File: config.mk
export PLATFORM = sky130hd
export DESIGN_NAME = cpu_ctrl
export DESIGN_NICKNAME = d
export VERILOG_FILES = /design/src/rtl/cpu_ctrl.sv
export SDC_FILE = /design/constraint.sdc
export NUM_CORES = 1
export LEC_CHECK = 0
export ABC_CLOCK_PERIOD_IN_PS = 3370
export CAP_MARGIN = 0
export CORE_MARGIN = 10
export CORE_UTILIZATION = 43
export DETAILED_ROUTE_END_ITERATION = 10
export GPL_ROUTABILITY_DRIVEN = 0
export PLACE_DENSITY = 0.88
export SLEW_MARGIN = 15
export SYNTH_ARGS = -nofsm -noshare
export SYNTH_HDL_FRONTEND = slang
export SYNTH_SLANG_ARGS = --single-unit
File: constraint.sdc
create_clock -name clk -period 3.37 [get_ports clk]
set_input_delay 0.5055 -clock clk [delete_from_list [all_inputs] [get_ports clk]]
set_output_delay 0.5055 -clock clk [all_outputs]
set_load 0.01 [all_outputs]
File: src/rtl/cpu_ctrl.sv
// Control/sequencer core: phase counter, PC, prioritised vectored interrupts,
// write stall on busy I/O and I/O register sampling at commit.
module cpu_ctrl #(
  parameter int unsigned     PC_W     = 11,
  parameter int unsigned     DATA_W   = 8,
  parameter int unsigned     PHASES   = 4,
  parameter int unsigned     N_IRQ    = 4,
  parameter logic [PC_W-1:0] VEC_BASE = PC_W'('h010)
) (
  input  logic              clk,
  input  logic              reset,
  input  logic [N_IRQ-1:0]  irq,
  output logic [N_IRQ-1:0]  irq_ack,
  output logic [PC_W-1:0]   rom_addr,
  input  logic [PC_W-1:0]   ex_pc,
  input  logic              ex_reti,
  input  logic              ex_ien_we,
  input  logic              ex_ien,
  input  logic              ex_w_req,
  input  logic [DATA_W-1:0] ex_w_data,
  output logic              w_req,
  output logic [DATA_W-1:0] w_data,
  input  logic              w_busy,
  input  logic [DATA_W-1:0] r_data,
  output logic              commit,
  output logic [PC_W-1:0]   pc,
  output logic [PC_W-1:0]   intr_pc,
  output logic [2:0]        intr_vec,
  output logic              intr_en,
  output logic [DATA_W-1:0] r_data_q,
  output logic              w_busy_q,
  output logic [N_IRQ-1:0]  pending
);

  logic [PHASES-1:0] phase;
  logic [N_IRQ-1:0]  irq_d;
  logic [N_IRQ-1:0]  clear;
  logic              commit_slot;
  logic              stall;
  logic              take;
  logic [2:0]        idx;
  logic [PC_W-1:0]   vec_pc;

  assign rom_addr = pc;

  // Slot qualification, stall, and lowest-index priority select.
  always_comb begin
    commit_slot = phase[0] & ~reset;
    stall       = commit_slot & ex_w_req & w_busy;
    commit      = commit_slot & ~stall;
    w_req       = commit & ex_w_req;
    w_data      = reset ? '0 : ex_w_data;
    take        = commit & intr_en & ~ex_reti & (|pending);
    idx         = '0;
    for (int i = int'(N_IRQ) - 1; i >= 0; i--) begin
      if (pending[i]) idx = 3'(i);
    end
    clear   = take ? (N_IRQ'(1) << idx) : '0;
    irq_ack = clear;
    vec_pc  = VEC_BASE + (PC_W'(idx) << 2);
  end

  always_ff @(posedge clk) begin
    if (reset) begin
      phase    <= PHASES'(1);
      irq_d    <= '0;
      pending  <= '0;
      pc       <= '0;
      intr_pc  <= '0;
      intr_vec <= '0;
      intr_en  <= 1'b0;
      r_data_q <= '0;
      w_busy_q <= 1'b0;
    end else begin
      irq_d   <= irq;
      // A fresh edge in the clearing cycle wins over the clear.
      pending <= (pending & ~clear) | (irq & ~irq_d);
      if (!stall) phase <= {phase[PHASES-2:0], phase[PHASES-1]};
      if (commit) begin
        r_data_q <= r_data;
        w_busy_q <= w_busy;
        if (ex_reti) begin
          pc      <= intr_pc;
          intr_en <= 1'b1;
        end else if (take) begin
          pc       <= vec_pc;
          intr_pc  <= ex_pc;
          intr_en  <= 1'b0;
          intr_vec <= idx;
        end else begin
          pc <= ex_pc;
          if (ex_ien_we) intr_en <= ex_ien;
        end
      end
    end
  end

endmodule

==> out/metrics.csv <==
metric,value,unit
cts_resized,0,
worstHoldStart,irq_d[0]$_SDFF_PP0_,
n_antenna_cell,0,
met2_length,2.91,mm
post-place-ws,664,ps
rows,24,
dpl_cell_area,2930,µm²
status,completed,
path_class,in -> out,
crit_path_end_kind,output pin,
post_cts_buffers,0,
ys_seq_area_frac,0.463,
drc,0,
cts_tree,done,
drt-vias-per-instance,5.23,
synth_cell_type_count,34,
die_area,7750,µm²
routed_wl,6.00,mm
first_pass_iters,4,
maxCapViolations,0,
power_frac_comb,0.222,
clock.fmax,367,MHz
tightest_slew,771,ps
drive_above_1_share,0.0554,
synth_enable_flop_cells,0,
cts_made_buffers,5,
hold_class,reg -> reg,
regArea,921,µm²
cp-start-kind,primary input,
syn-num-nets,278,
die_y,88.0,µm
route.top_layer_used,met4,
fill_cells,384,
switching_power,0.305,mW
rsz0062_at_grt,false,
synth_top_cell_by_area,dfxtp_1,
p_int,0.868,mW
grt_first_pass_wirelength,9.16,mm
cts_root_buf,clkbuf_8,
syn_area,1990,µm²
grt.total_usage,0.147,
r2r_start,phase[0]$_SDFFE_PP1N_,
r2r-end,intr_en$_SDFFE_PP0P_,
grt_pass1_vias,1872,
cts_buffer_depth,2,
fin_crit,2730,ps
hold_buffers,0,
ys.flop_type,dfxtp_1,
syn-instance-count,240,
core_area,4410,µm²
port_buffers,100,
required,2860,ps
finalHoldViolCount,0,
fin_worst_skew,9.97,ps
tns,0,ps
p_clk_frac,0.264,
grt_overflow_total,0,
synth.area.top_cells,"dfxtp_1 (46%), nand2_1 (7.5%), a21oi_1 (5.0%), nor2b_1 (5.0%), o21ai_0 (5.0%)",
power_frac_seq,0.513,
clock_latency,290,ps
clkTransAtPathRegs,80,ps
pin_count,102,
met1_length,2.40,mm
timing.slew.headroom,0.485,
cellLeakagePower,1.14,nW
post_drt_wl_per_cell,15.9,µm
cts.sinks,46,
num-nets-final,363,
cp_max_fo,4,
holdPathStages,1,
multi_input_area,871,µm²
antenna_left,0,
reg2reg_slack,1380,ps
ys_seq_elements,46,
grt_antenna_before_repair,0,
period_share,0.809,
timing.final.ws_setup,643,ps
powerDensity,390,nW/µm²
swShare,0.260,
synth_top_area_frac,0.463,
initialDrtViolationCount,124,
peakVddDrop,0.232,mV
rr_worst_depth,7,
synthTopCellsByCount,"dfxtp_1 (46), nand2_1 (40), a21oi_1 (20), o21ai_0 (20), nand3_1 (19)",
dp_hpwl,4.50,mm
syn_area_per_cell,8.29,µm²
cts.htree.levels,2,
area_growth,51.0,%
wl_met3,613,µm
dr_total_vias,1972,
ys_warn_count,0,
die_w,88.0,µm
min_to,pending[0]$_SDFF_PP0_,
critPathArrivalTime,2220,ps
synth.most_common_cell,dfxtp_1,
final_area,3010,µm²
async_reset_ff_frac,0,
start_util,0.451,
grt_start_max_net_pins,35,
setup_viol,0,
drv_slew,0,
## cell usage in the layout, fill, tap and decap left out, types with 2 or more instances in the layout
master and count:
a21oi_1 20, a31oi_1 9, a32o_1 2, and2_1 4, and3_1 2, buf_4 5, clkbuf_1 2, clkbuf_8 5
clkdlybuf4s50_1 100, dfxtp_1 46, inv_1 8, mux2i_1 3, nand2_1 40, nand2_2 2, nand3_1 19, nor2_1 7
nor2b_1 16, o21ai_0 20
## per-layer routing
metal | up-vias | GRT usage
li1 | 972 | -
met1 | 910 | 0.157
met2 | 83 | 0.257
met5 | - | 0
met4 | 0 | 0.0371
met3 | 7 | 0.0687
## cell families (layout without fill, tap and decap cells)
logic type | Yosys count | count (layout) | share of synthesized area
AO/OA/AOI/OAI | 58 | 58 | 0.183
buffers and inverters | 36 | 121 | 0.0999
flip-flops | 46 | 46 | 0.463
AND/OR/NAND/NOR | 96 | 96 | 0.238
multiplexers | 3 | 3 | 0.0151
other | 1 | 1 | 0.00188
## critical path, cell delays in order
cell and delay (ps):
clkdlybuf4s50_1 450, nor2b_1 220, and4_4 280, nand2_2 70, nor2_1 130, clkdlybuf4s50_1 560
## worst max path at each step
stage	slack [ps]	endpoint	startpoint
after global routing	520	w_req	reset
after floorplan	1440	irq_ack[0]	reset
after CTS	650	irq_ack[3]	ex_reti
after global placement	700	irq_ack[3]	ex_reti
after detailed placement	660	w_req	reset
final	640	irq_ack[3]	ex_reti
## sequential cells by signal (all words and copies together) (netlist names)
signal / count
intr_pc: 11
pc: 11
r_data_q: 8
irq_d: 4
pending: 4
phase: 4
intr_vec: 2
intr_en: 1
w_busy_q: 1
## through the flow
| step | utilization | std cells | total power [mW] | hold WS, ps |
|---|---|---|---|---|
| 6_report | 0.681 | 377 | 1.17 | 417 |
| 3_3_place_gp | 0.664 | 370 | 0.872 | 402 |
| 3_5_place_dp | 0.664 | 370 | 0.878 | 414 |
| 2_1_floorplan | - | 240 | 0.733 | 398 |
| 5_1_grt | 0.681 | 377 | 1.23 | 449 |
| 4_1_cts | 0.681 | 377 | 1.18 | 427 |
## power groups by stage
stage | Sequential (mW) | Clock, mW | Combinational, mW
global route | 0.606 | 0.341 | 0.281
detailed placement | 0.615 | 0 | 0.263
finish | 0.602 | 0.310 | 0.261
global placement | 0.613 | 0 | 0.259
CTS | 0.602 | 0.318 | 0.264
floorplan | 0.624 | 0 | 0.109
## area by class of cell
type / count / area share
clock buffers: 7 / 0.0254
well taps: 52 / 0.0216
multi-input cells: 158 / 0.290
flip-flops and latches: 46 / 0.306
inverters: 9 / 0.0112
repair buffers: 105 / 0.346
No activity file was read; power rests on OpenSTA's default activity.
